<file path="config.mk">
export PLATFORM = sky130hd
export DESIGN_NAME = pwm_duty_ramp
export DESIGN_NICKNAME = d
export VERILOG_FILES = /design/src/rtl/pwm_duty_ramp_pkg.sv /design/src/rtl/pwm_period_divider.sv /design/src/rtl/pwm_duty_ramp.sv
export SDC_FILE = /design/constraint.sdc
export NUM_CORES = 1
export LEC_CHECK = 0
export ABC_AREA = 1
export CORE_ASPECT_RATIO = 1.4
export CORE_MARGIN = 1.5
export CORE_UTILIZATION = 38
export CTS_BUF_LIST = sky130_fd_sc_hd__clkbuf_8
export DETAILED_ROUTE_END_ITERATION = 12
export PLACE_DENSITY = 0.72
export SYNTH_ARGS = -nofsm -noshare
export SYNTH_HDL_FRONTEND = slang
export SYNTH_SLANG_ARGS = --single-unit
</file>
<file path="constraint.sdc">
create_clock -name clk -period 6.2 [get_ports clk]
set_input_delay 1.55 -clock clk [delete_from_list [all_inputs] [get_ports clk]]
set_output_delay 1.55 -clock clk [all_outputs]
set_load 0.1 [all_outputs]
</file>
<file path="src/rtl/pwm_duty_ramp_pkg.sv">
// Shared types and default widths for the PWM duty slew-rate limiter.
package pwm_duty_ramp_pkg;

  localparam int unsigned DW_DEFAULT   = 8;
  localparam int unsigned DIVW_DEFAULT = 4;

  typedef enum logic [1:0] {
    IDLE      = 2'd0,
    RAMP_UP   = 2'd1,
    RAMP_DOWN = 2'd2
  } ramp_state_t;

endpackage

</file>
<file path="src/rtl/pwm_period_divider.sv">
// Counts PWM period starts and flags every (ramp_div+1)-th one as a step event.
module pwm_period_divider
  import pwm_duty_ramp_pkg::*;
#(
  parameter int unsigned DIVW = DIVW_DEFAULT
) (
  input  logic            clk,
  input  logic            rst,
  input  logic            clr,
  input  logic            period_start,
  input  logic [DIVW-1:0] ramp_div,
  output logic            step_evt
);

  localparam logic [DIVW-1:0] ONE = 1;

  logic [DIVW-1:0] div_cnt;

  assign step_evt = period_start && (div_cnt == ramp_div);

  always_ff @(posedge clk) begin
    if (rst || clr) begin
      div_cnt <= '0;
    end else if (period_start) begin
      div_cnt <= (div_cnt == ramp_div) ? '0 : div_cnt + ONE;
    end
  end

endmodule

</file>
<file path="src/rtl/pwm_duty_ramp.sv">
// Slew-rate limiter stepping the PWM duty toward the SPI target at period boundaries.
module pwm_duty_ramp
  import pwm_duty_ramp_pkg::*;
#(
  parameter int unsigned DW   = DW_DEFAULT,
  parameter int unsigned DIVW = DIVW_DEFAULT
) (
  input  logic            clk,
  input  logic            rst,
  input  logic [DW-1:0]   target_duty,
  input  logic            ramp_en,
  input  logic [DW-1:0]   step_size,
  input  logic [DIVW-1:0] ramp_div,
  input  logic            period_start,
  output logic [DW-1:0]   duty_out,
  output logic            busy,
  output logic            done
);

  localparam logic [DW:0] ONE_X = 1;

  ramp_state_t state, state_n;
  logic [DW-1:0] duty_n;
  logic          done_n;
  logic          clr;
  logic          step_evt;
  logic [DW:0]   tgt_x, duty_x, eff_step, diff, amt, sum_up, sum_dn;

  pwm_period_divider #(
    .DIVW (DIVW)
  ) u_divider (
    .clk          (clk),
    .rst          (rst),
    .clr          (clr),
    .period_start (period_start),
    .ramp_div     (ramp_div),
    .step_evt     (step_evt)
  );

  // Widened arithmetic; amt never exceeds the distance to target, so no wrap.
  always_comb begin
    tgt_x    = {1'b0, target_duty};
    duty_x   = {1'b0, duty_out};
    eff_step = (step_size == '0) ? ONE_X : {1'b0, step_size};
    diff     = (tgt_x >= duty_x) ? (tgt_x - duty_x) : (duty_x - tgt_x);
    amt      = (eff_step < diff) ? eff_step : diff;
    sum_up   = duty_x + amt;
    sum_dn   = duty_x - amt;
  end

  // A target change seen in a ramp state takes precedence over a step that cycle.
  always_comb begin
    state_n = state;
    duty_n  = duty_out;
    done_n  = 1'b0;
    clr     = 1'b0;
    if (!ramp_en) begin
      state_n = IDLE;
      duty_n  = target_duty;
      clr     = 1'b1;
    end else begin
      unique case (state)
        IDLE: begin
          clr = 1'b1;
          if (tgt_x > duty_x)      state_n = RAMP_UP;
          else if (tgt_x < duty_x) state_n = RAMP_DOWN;
        end
        RAMP_UP: begin
          if (tgt_x == duty_x) begin
            state_n = IDLE;
            done_n  = 1'b1;
          end else if (tgt_x < duty_x) begin
            state_n = RAMP_DOWN;
          end else if (step_evt) begin
            duty_n = sum_up[DW-1:0];
            if (amt == diff) begin
              state_n = IDLE;
              done_n  = 1'b1;
            end
          end
        end
        RAMP_DOWN: begin
          if (tgt_x == duty_x) begin
            state_n = IDLE;
            done_n  = 1'b1;
          end else if (tgt_x > duty_x) begin
            state_n = RAMP_UP;
          end else if (step_evt) begin
            duty_n = sum_dn[DW-1:0];
            if (amt == diff) begin
              state_n = IDLE;
              done_n  = 1'b1;
            end
          end
        end
        default: begin
          state_n = IDLE;
        end
      endcase
    end
  end

  always_ff @(posedge clk) begin
    if (rst) begin
      state    <= IDLE;
      duty_out <= '0;
      done     <= 1'b0;
      busy     <= 1'b0;
    end else begin
      state    <= state_n;
      duty_out <= duty_n;
      done     <= done_n;
      busy     <= (state_n != IDLE);
    end
  end

endmodule

</file>
Yosys cells after proc, flatten, opt, wreduce, memory -nomap -nowiden:

Index checks and enable logic that the tools add are counted.

* bits in registers: 16
* latch bits: 0
* RAM bits: 0
* ROM bits: 0
* input bits: 24
* output and inout bits: 10
* logic and storage cells: 65
* memories kept: 0

* add/subtract/negate cells: 5
* multipliers: 0
* div/mod/pow operators: 0
* order comparisons: 4
* eq/ne operators: 12
* shifts and indexed selects: 0
* multiplexer cells: 31
* bitwise operators: 1
* reductions and logical operators: 7

Operators by type and width (number)
* 8-bit two-way mux: 8
* 2-bit two-way mux: 9
* 9-bit two-way mux: 2
* 3-bit inequality test, second input constant: 6
* 8-bit by 8-bit subtractor with 9-bit output: 2
* 8-bit one-hot mux with 2 select lines: 1
* 9-bit equality test: 1
* 8-bit by 9-bit < comparator with 1-bit output: 1
* 8-bit adder: 1
* 8-bit equality test: 1
* 8-bit >= comparator: 1
* 8-bit > comparator: 1
* 8-bit logical NOT: 1
* 8-bit < comparator: 1
* 1-bit two-way mux: 8
* 8-bit subtractor: 1
* 7-bit AND reduction: 1
* 2-bit one-hot mux with 3 select lines: 1
* 4-bit by 1-bit adder with 4-bit output, second input constant: 1
* 4-bit equality test: 1
* 4-bit two-way mux: 1
* 3-bit by 1-bit inequality test with 1-bit output, second input constant: 1
* 2-bit by 1-bit equality test with 1-bit output, second input constant: 1
* 2-bit equality test, second input constant: 1
* 7 further kinds: 7

Longest topological paths before layout:

Gate-level depths: netlist of the first run.

* depth in word-level cells: 12
* mapped depth: 42

Modules after synthesis:

Synthesis of the first run repeated with hierarchy kept, for this count alone.

* cells, all modules: 416
* area total of the unflattened synthesis: 2718.9 µm²

Modules (own cells, without submodules)
* pwm_duty_ramp: instances 1, cells an instance 380, area each 2469.9 µm², sequential area each 240.2 µm²
* pwm_period_divider: instances 1, cells an instance 36, area each 249.0 µm², sequential area each 80.1 µm²

Worst setup path before layout of the first run:

OpenSTA, ideal clock, no wires.

* path kind: input port to flip-flop
* from: input target_duty[3]
* to: register duty_out[7]
* library setup time: 70 ps
* data arrival time: 6260 ps
* required time: 6130 ps
* slack: -130 ps
* stages on the path: 40
* path buffers: 1
* cells stage by stage: inv_1 > ha_1 > buf_2 > nand2_2 > inv_1 > nand2_1 > nand2_1 > nand2_1 > nand4_4 > or2_2 > o21ai_0 > ha_1 > o21ai_0 > nand2_1 > nand2_1 > nand3_1 > nand2_1 > nand2_1 > [... 4 more ...] > ha_1 > o21ai_0 > ha_1 > nand3_1 > nand2_1 > nand2_1 > nand2_1 > a21oi_1 > nor2_1 > o21ai_0 > nand2_1 > xor2_1 > nand3b_1 > nand2_1 > inv_1 > nand3_1 > nand3_1 > a21oi_1

* word-level cells in the longest chain between the ends: 10
* elaborated cells on any way between the ends: 24
* those cells by class: 4 x add/sub; 4 x order compare; 5 x eq/ne; 10 x mux; 1 x reduce/logical

RTL lines
* from (decl): RTL line pwm_duty_ramp.sv:10 `input logic [DW-1:0] target_duty,`
* 8-bit by 8-bit subtractor with 9-bit output / 8-bit >= comparator (equally long branches): RTL line pwm_duty_ramp.sv:45 `diff = (tgt_x >= duty_x) ? (tgt_x - duty_x) : (duty_x - tgt_x);`
* 9-bit two-way mux: RTL line pwm_duty_ramp.sv:45
* 8-bit by 9-bit < comparator with 1-bit output: RTL line pwm_duty_ramp.sv:46 `amt = (eff_step < diff) ? eff_step : diff;`
* 9-bit two-way mux: RTL line pwm_duty_ramp.sv:46
* 8-bit subtractor / 8-bit adder (equally long branches): RTL line pwm_duty_ramp.sv:48, pwm_duty_ramp.sv:47
* 8-bit two-way mux, on equally long branches: RTL line pwm_duty_ramp.sv:88, pwm_duty_ramp.sv:74
* 8-bit two-way mux, on equally long branches: RTL line pwm_duty_ramp.sv:86, pwm_duty_ramp.sv:72
* 8-bit two-way mux, on equally long branches: RTL line pwm_duty_ramp.sv:83, pwm_duty_ramp.sv:69
* 8-bit one-hot mux with 2 select lines: RTL line pwm_duty_ramp.sv:62 `unique case (state)`
* 8-bit two-way mux: RTL line pwm_duty_ramp.sv:57 `if (!ramp_en) begin`
* to (signal assigned): RTL line pwm_duty_ramp.sv:111 `duty_out <= duty_n;`
* to (decl): RTL line pwm_duty_ramp.sv:15 `output logic [DW-1:0] duty_out,`

Parallel ways exist; a longest one is shown, timed or not. The select of a mux whose other input is x is not followed.
A chain may end at the register's enable or synchronous reset.

Worst setup path in the final report of the first run:

* from: input target_duty[4]
* to: register duty_out[7]

The elaborated chain is that of the path after synthesis.

==> impl_summary.txt, run 1 <==
----------------------------------------------------
[Setup path]
  Largest stage delay, worst path ... 0.31 ns
  Type of the worst setup path ... input pin to flop
  Slowest cell on the critical path ... ha_4
  FF-to-FF path depth ... 40
  Crit path capture type ... flop
  Maximum fanout along the worst path ... 7
  Worst Path Required ... 6.38 ns
  Startpoint types ... input pin
  Endpoint arrival time on the critical path ... 6.34 ns
  Library cell appearing most often on the critical path ... nand2_1

[Clocking]
  Number of sinks driven by the clock tree ... 16
  H-tree Lvls ... 1
  CTS Buf Count ... 3
  Root buf cell ... clkbuf_8
  Deepest clock path buffer count ... 2
  Number of hold buffers added after CTS ... 0
  Insertion delay of the later-clocked pin in the worst-skew pair ... 0.26 ns
  Clock tree from TritonCTS ... built
  Register clock-pin slew on the reported worst setup and hold paths ... 0.07 ns

[Logic synthesis]
  Synthesized netlist net count ... 486
  Async S/R FF share, synth ... 0%
  Leading register cell type out of synthesis ... dfxtp_1
  EDFF count, synth ... 0
  Yosys warnings ... 0
  Library cells used by synthesis ... 43
  Flop and latch count out of synthesis ... 16
  Post-synthesis area per instance ... 6.21 sq um
  Sequential fraction of the synthesis area ... 12.1%
  Post-Synthesis Cells ... 425
  Post-synthesis instance area ... 2640 sq um

[Drt]
  Routed len/inst ... 15.3 um
  Count of nets left with antenna violations after detail routing ... 0
  DRC ... 0
  Met3 wirelength from detailed routing ... 454 um
  Highest routed layer ... met4
  Final Routed Wirelength ... 9900 um
  Drt first pass iters ... 5
  Total number of vias ... 3329
  Met2 wire length ... 5110 um
  Initial DRC Count ... 197
  M1 wire length ... 3810 um
  Routed vias/inst ... 5.15

[Timing]
  Top achievable clock speed ... 0.162 GHz
  Transition time at the pin with the least slew margin ... 0.970 ns
  RSZ-0062 raised after global routing ... true
  Time the worst path needs with I/O delays and setup ... 6.16 ns
  Slew HR ... 35.1%
  Hold slack final ... 0.534 ns
  Number of endpoints with negative hold slack in the final report ... 0
  Final max-slew violation count ... 0
  Part of the cycle the worst path needs ... 99.3%
  Final setup fails ... 0
  Post-route setup slack ... 0.0436 ns
  Clock skew after layout ... 0.00644 ns

[GRT]
  Total congestion overflow after global routing ... 0
  Overall routing resource usage ... 23.9%
  Via count of the first global-routing pass ... 3273
  Largest net degree at the start of global routing ... 10
  Wire length of the first global-routing pass ... 14200 um
  Initial antenna violation count ... 0

[Pwr]
  Highest ir drop seen on vdd ... 215 uV
  Total power ... 1.09 mW
  Pwr dens ... 253 nW/um^2
  Leakage Power ... 2.12 nW

[Placement]
  DP Wirelength ... 6330 um
  Worst slack at placement ... -0.687 ns
  Instance area at placement ... 3550 sq um
  Number of buffers inserted by port buffering ... 33
  Gp weighted congestion ... 0.880

[Floorplan]
  Die height ... 102 um
  Area enclosed by the die boundary ... 7460 sq um
  Top Ports ... 34
  Number of rows created at floorplan ... 35
  Floorplan core area ... 6660 sq um
  Overall die width ... 73.4 um
  Initial cell density of the core ... 39.7%

[Cells and area]
  Most frequent cells in the layout ... buf_4, nand2_1, inv_1
  Area added between synthesis and finish ... 62.7%
  Number of diodes added for antenna fixing ... 0
  Nets ... 617
  Ratio of cells with drive above 1 in the final layout ... 38.4%
  Post-layout utilization of the core ... 64.5%
  Area of all placed cells without fillers ... 4300 sq um
  Most common cell after layout, fill and taps aside ... buf_4

[Min path]
  Type of the tightest min-delay check ... flop to flop
  Cell depth of the worst min-delay path ... 2

[Status]
  Status ... finished, final reports clean

[Flow run]
  Number of max-capacitance violations reported ... 0

----------------------------------------------------
## cells in the mapped netlist, drive strengths merged (4+ instances only)
library cell,number,area (sq um)
buf,5,23.8
a21oi,27,154
xnor2,4,35.0
nand3,33,170
a31oi,6,43.8
nand2,119,484
nor2,29,124
o21ai,14,73.8
inv,81,307
nand4,6,52.6
xor2,20,175
ha,34,425
clkbuf,6,22.5
dfxtp,16,320
## worst paths after layout
path,endpoint,slack [ns],from
hold / removal,u_divider.div_cnt[0],0.53,u_divider.div_cnt[0]
hold reg to reg,u_divider.div_cnt[0],0.53,u_divider.div_cnt[0]
setup / recovery,duty_out[7],0.04,target_duty[4]
setup reg to reg,duty_out[7],0.85,duty_out[1]
## registers in the layout, indices dropped and copies added (netlist names)
signal	cells
busy	1
state	2
u_divider.div_cnt	4
duty_out	8
done	1
## metal layers
layer / GRT usage [%] / vias up
met5: 0 / -
met2: 44.6 / 128
met1: 26.4 / 1563
li1: - / 1602
met4: 11.7 / 0
met3: 2.09 / 36
## report_power, final
part / switching (mW) / internal, mW
clock: 0.0408 / 0.0565
combinational: 0.450 / 0.423
sequential: 0.00961 / 0.109
total: 0.501 / 0.588
## through the flow
stage / TNS [ns] / std cells
6_report: 0 / 647
5_1_grt: -0.246 / 647
4_1_cts: 0 / 638
3_5_place_dp: -1.45 / 606
3_3_place_gp: -0.873 / 606
2_1_floorplan: 0 / 425
## worst max-delay path: cells and delay by family
kind                       cells  cell delay, ns
muxes                          1            0.24
and+or+nand+nor               19            1.79
xor gates and xnor gates       3            0.64
AOI/OAI and AO/OA              5            0.81
adders and majority gates      4            1.02
buffers and inverters          5            0.25
## kinds of logic after synthesis
logic type / Yosys count / share of synthesized area [%]
simple gates: 195 / 33.6
mux: 2 / 0.758
fa+ha+maj: 37 / 18.4
xor+xnor: 24 / 7.96
compound gates: 59 / 13.8
buf+inv: 92 / 13.4
flops: 16 / 12.1
## area by class of cell
| class | instances | area, sq um |
|---|---|---|
| Multi-Input combinational cell | 317 | 2340 |
| Clock buffer | 4 | 55.1 |
| Sequential cell | 16 | 320 |
| Timing Repair Buffer | 137 | 1140 |
| Fill cell | 539 | 2360 |
| Inverter | 81 | 322 |
| Tap cell | 92 | 115 |
## what timing repair did
action,CTS,global route
cloned,0,0
buffers inserted,28,10
endpoints found under the setup margin,3,5
gates resized for setup,49,95
endpoints found under the hold margin,0,0
pin swaps,29,58
Power figures use the tool's default switching activity.
==> run 2, diff against run 1 <==
--- a/config.mk
+++ b/config.mk
@@ -6,6 +6,7 @@
 export NUM_CORES = 1
 export LEC_CHECK = 0
 export ABC_AREA = 1
+export ABC_CLOCK_PERIOD_IN_PS = 6200
 export CORE_ASPECT_RATIO = 1.4
 export CORE_MARGIN = 1.5
 export CORE_UTILIZATION = 38
==> results of run 2 <==
Final layout, timing and power as in run 1 (identical DEF).
==> run 3, diff against run 2 <==
==> constraint.sdc (replaced) <==
create_clock -name clk -period 6.2 [get_ports clk]
set_input_delay 0.93 -clock clk [delete_from_list [all_inputs] [get_ports clk]]
set_output_delay 0.93 -clock clk [all_outputs]
set_load 0.1 [all_outputs]
==> run 3 against run 2 <==
Effect of this change:
- worst hold slack got worse by 0.0066 ns
- non-clock buffer count fell by 71
- core utilization fell by 12 points
- via count fell by 12%
- worst setup slack improved by 0.23 ns
- design area fell by 19%
- register-to-register slack improved by 0.12 ns
- global-route usage fell by 3.7 points
- critical endpoint unchanged
==> impl_summary.txt, run 3 (same netlist as run 1, synthesis figures left out) <==
----------------------------------------------------
[Status]
  Status ... finished, final reports clean

[Timing]
  Number of endpoints with negative hold slack in the final report ... 0 (unchanged)
  Final setup fails ... 0 (unchanged)
  Final max-slew violation count ... 0 (unchanged)
  Slew HR ... 33.8% (-1.3 points)
  Transition time at the pin with the least slew margin ... 0.990 ns (+0.0199 ns)
  Top achievable clock speed ... 0.169 GHz (+3.9%)
  Post-route setup slack ... 0.276 ns (+0.232 ns)
  Time the worst path needs with I/O delays and setup ... 5.92 ns (-0.232 ns)
  Clock skew after layout ... 0.00739 ns (+0.000952 ns)
  Part of the cycle the worst path needs ... 95.5% (-3.7 points)

[Flow run]
  Number of max-capacitance violations reported ... 0 (unchanged)

[Floorplan]
  Die height ... 102 um (unchanged)
  Floorplan core area ... 6660 sq um (unchanged)
  Initial cell density of the core ... 39.7% (unchanged)
  Top Ports ... 34 (unchanged)
  Number of rows created at floorplan ... 35 (unchanged)
  Area enclosed by the die boundary ... 7460 sq um (unchanged)
  Overall die width ... 73.4 um (unchanged)

[Cells and area]
  Number of diodes added for antenna fixing ... 0 (unchanged)
  Area added between synthesis and finish ... 32.2%
  Ratio of cells with drive above 1 in the final layout ... 18.4% (-20 points)
  Nets ... 546 (-12%)
  Most flop-heavy register ... duty_out
  Final standard cell count with taps included and fillers excluded ... 576 (-11%)
  Most frequent cells in the layout ... nand2_1, inv_1, buf_4
  Biggest registers after layout ... duty_out (8), u_divider.div_cnt (4), state (2)
  Filler Cells Inserted ... 690 (+28%)
  Number of flip-flops in the largest register ... 8 (unchanged)
  Area of all placed cells without fillers ... 3490 sq um (-19%)
  Most common cell after layout, fill and taps aside ... nand2_1

[Drt]
  Drt first pass iters ... 5 (unchanged)
  Routed len/inst ... 13.0 um (-15%)
  Routed vias/inst ... 5.08 (-1.2%)
  Final Routed Wirelength ... 7480 um (-24%)
  Count of nets left with antenna violations after detail routing ... 0 (unchanged)
  Initial DRC Count ... 100 (-49%)
  Total number of vias ... 2928 (-12%)
  DRC ... 0 (unchanged)

[Pwr]
  Pwr dens ... 231 nW/um^2 (-8.8%)
  Part of the power in combinational logic ... 73.7% (-6.5 points)
  Power share of the sequential group ... 14.5% (+3.6 points)
  Leakage Power ... 1.79 nW (-16%)
  Clock power frac ... 11.9% (+3.0 points)
  Highest ir drop seen on vdd ... 134 uV (-38%)
  Total power ... 0.806 mW (-26%)
  Internal power of the cells ... 0.410 mW (-30%)
  Switching part of the total ... 49.1% (+3.1 points)
  Switching power of the nets ... 0.396 mW (-21%)

[Clocking]
  Clock tree from TritonCTS ... built
  Insertion delay of the later-clocked pin in the worst-skew pair ... 0.26 ns (about the same)
  Root buf cell ... clkbuf_8
  Register clock-pin slew on the reported worst setup and hold paths ... 0.06 ns (about the same)
  Deepest clock path buffer count ... 2 (unchanged)
  CTS Buf Count ... 3 (unchanged)
  Number of sinks driven by the clock tree ... 16 (unchanged)
  H-tree Lvls ... 1 (unchanged)

[GRT]
  Overall routing resource usage ... 20.3% (-3.7 points)
  Via count of the first global-routing pass ... 2779 (-15%)
  Total congestion overflow after global routing ... 0 (unchanged)
  Initial antenna violation count ... 0 (unchanged)
  Wire length of the first global-routing pass ... 12100 um (-15%)
  Largest net degree at the start of global routing ... 11 (+1)

[Setup path]
  Library cell appearing most often on the critical path ... nand2_1
  Maximum fanout along the worst path ... 8 (+1)
  Terminus of the critical flop-to-flop path ... duty_out[7]
  Type of the worst setup path ... input pin to flop
  FF-to-FF Start ... duty_out[1]
  Largest stage delay, worst path ... 0.51 ns (+0.20 ns)
  Crit path capture type ... flop
  Slowest cell on the critical path ... clkdlybuf4s50_1
  FF-to-FF path depth ... 39 (-2.5%)
  Worst Path Required ... 6.38 ns (about the same)
  Endpoint arrival time on the critical path ... 6.11 ns (-0.23 ns)
  Startpoint types ... input pin
  Setup slack on the worst flop-to-flop path ... 0.97 ns (+0.12 ns)

[Min path]
  Type of the tightest min-delay check ... flop to flop
  Beginning of the worst hold path ... u_divider.div_cnt[3]
  Capture endpoint of the worst hold path ... u_divider.div_cnt[3]
  Cell depth of the worst min-delay path ... 2 (unchanged)

[Placement]
  Worst slack at placement ... -0.105 ns (+0.581 ns)
  Number of buffers inserted by port buffering ... 33 (unchanged)
  DP Wirelength ... 5860 um (-7.5%)
  Gp weighted congestion ... 0.879 (about the same)
  Cell Count Post-Placement ... 560 (-7.6%)
  Instance area at placement ... 3200 sq um (-9.8%)

----------------------------------------------------
run 3: routing by layer:
layer	global-route usage [%]	vias to the layer above	wire, um
met5	0	-	0
met3	1.79	18	305
met1	23.9	1356	3170
met2	35.8	86	3800
met4	10.1	0	211
li1	-	1468	-
run 3: worst max-delay path by stage:
| stage | startpoint | endpoint | depth (start not counted) |
|---|---|---|---|
| 6_report | target_duty[7] | duty_out[7] | 36 |
| 5_1_grt | target_duty[6] | duty_out[7] | 41 |
| 4_1_cts | target_duty[4] | duty_out[7] | 40 |
| 3_5_place_dp | target_duty[4] | duty_out[7] | 40 |
| 3_3_place_gp | target_duty[4] | duty_out[7] | 38 |
| 2_1_floorplan | duty_out[3] | duty_out[7] | 39 |
run 3: critical path: cells and delay by family:
| kind | cells | cell delay, ns |
|---|---|---|
| AND/OR/NAND/NOR | 16 | 1.75 |
| AO/OA/AOI/OAI | 5 | 0.60 |
| XOR/XNOR | 3 | 0.63 |
| multiplexers | 1 | 0.23 |
| adder cells (fa/ha/maj) | 4 | 1.06 |
| buffers and inverters | 7 | 0.87 |
run 3: final cells by class:
class	instances	area [sq um]	area share, %
clock buffers	4	55.1	1.58
inverters	81	307	8.78
multi-input cells	317	2100	60.1
flip-flops and latches	16	320	9.18
well taps	92	115	3.30
repair buffers	66	594	17.0
run 3: what timing repair did:
action                     in CTS  in global routing
setup endpoints to repair       0                  2
hold buffers                    0                  0
resized for setup               0                 38
buffers inserted                0                 12
run 3: power groups by stage:
stage	logic [mW]	registers, mW	clock network (mW)
floorplan	0.341	0.150	0
global placement	0.511	0.118	0
detailed placement	0.519	0.118	0
CTS	0.524	0.116	0.0983
global route	0.658	0.118	0.102
finish	0.594	0.117	0.0956
run 3: stage by stage:
step | setup TNS, ns | util [%] | hold WS [ns]
floorplan | 0 | - | 0.494
global placement | 0 | 48.0 | 0.511
detailed placement | -0.105 | 48.0 | 0.522
CTS | 0 | 48.9 | 0.534
global route | -0.0787 | 52.4 | 0.548
finish | 0 | 52.4 | 0.528
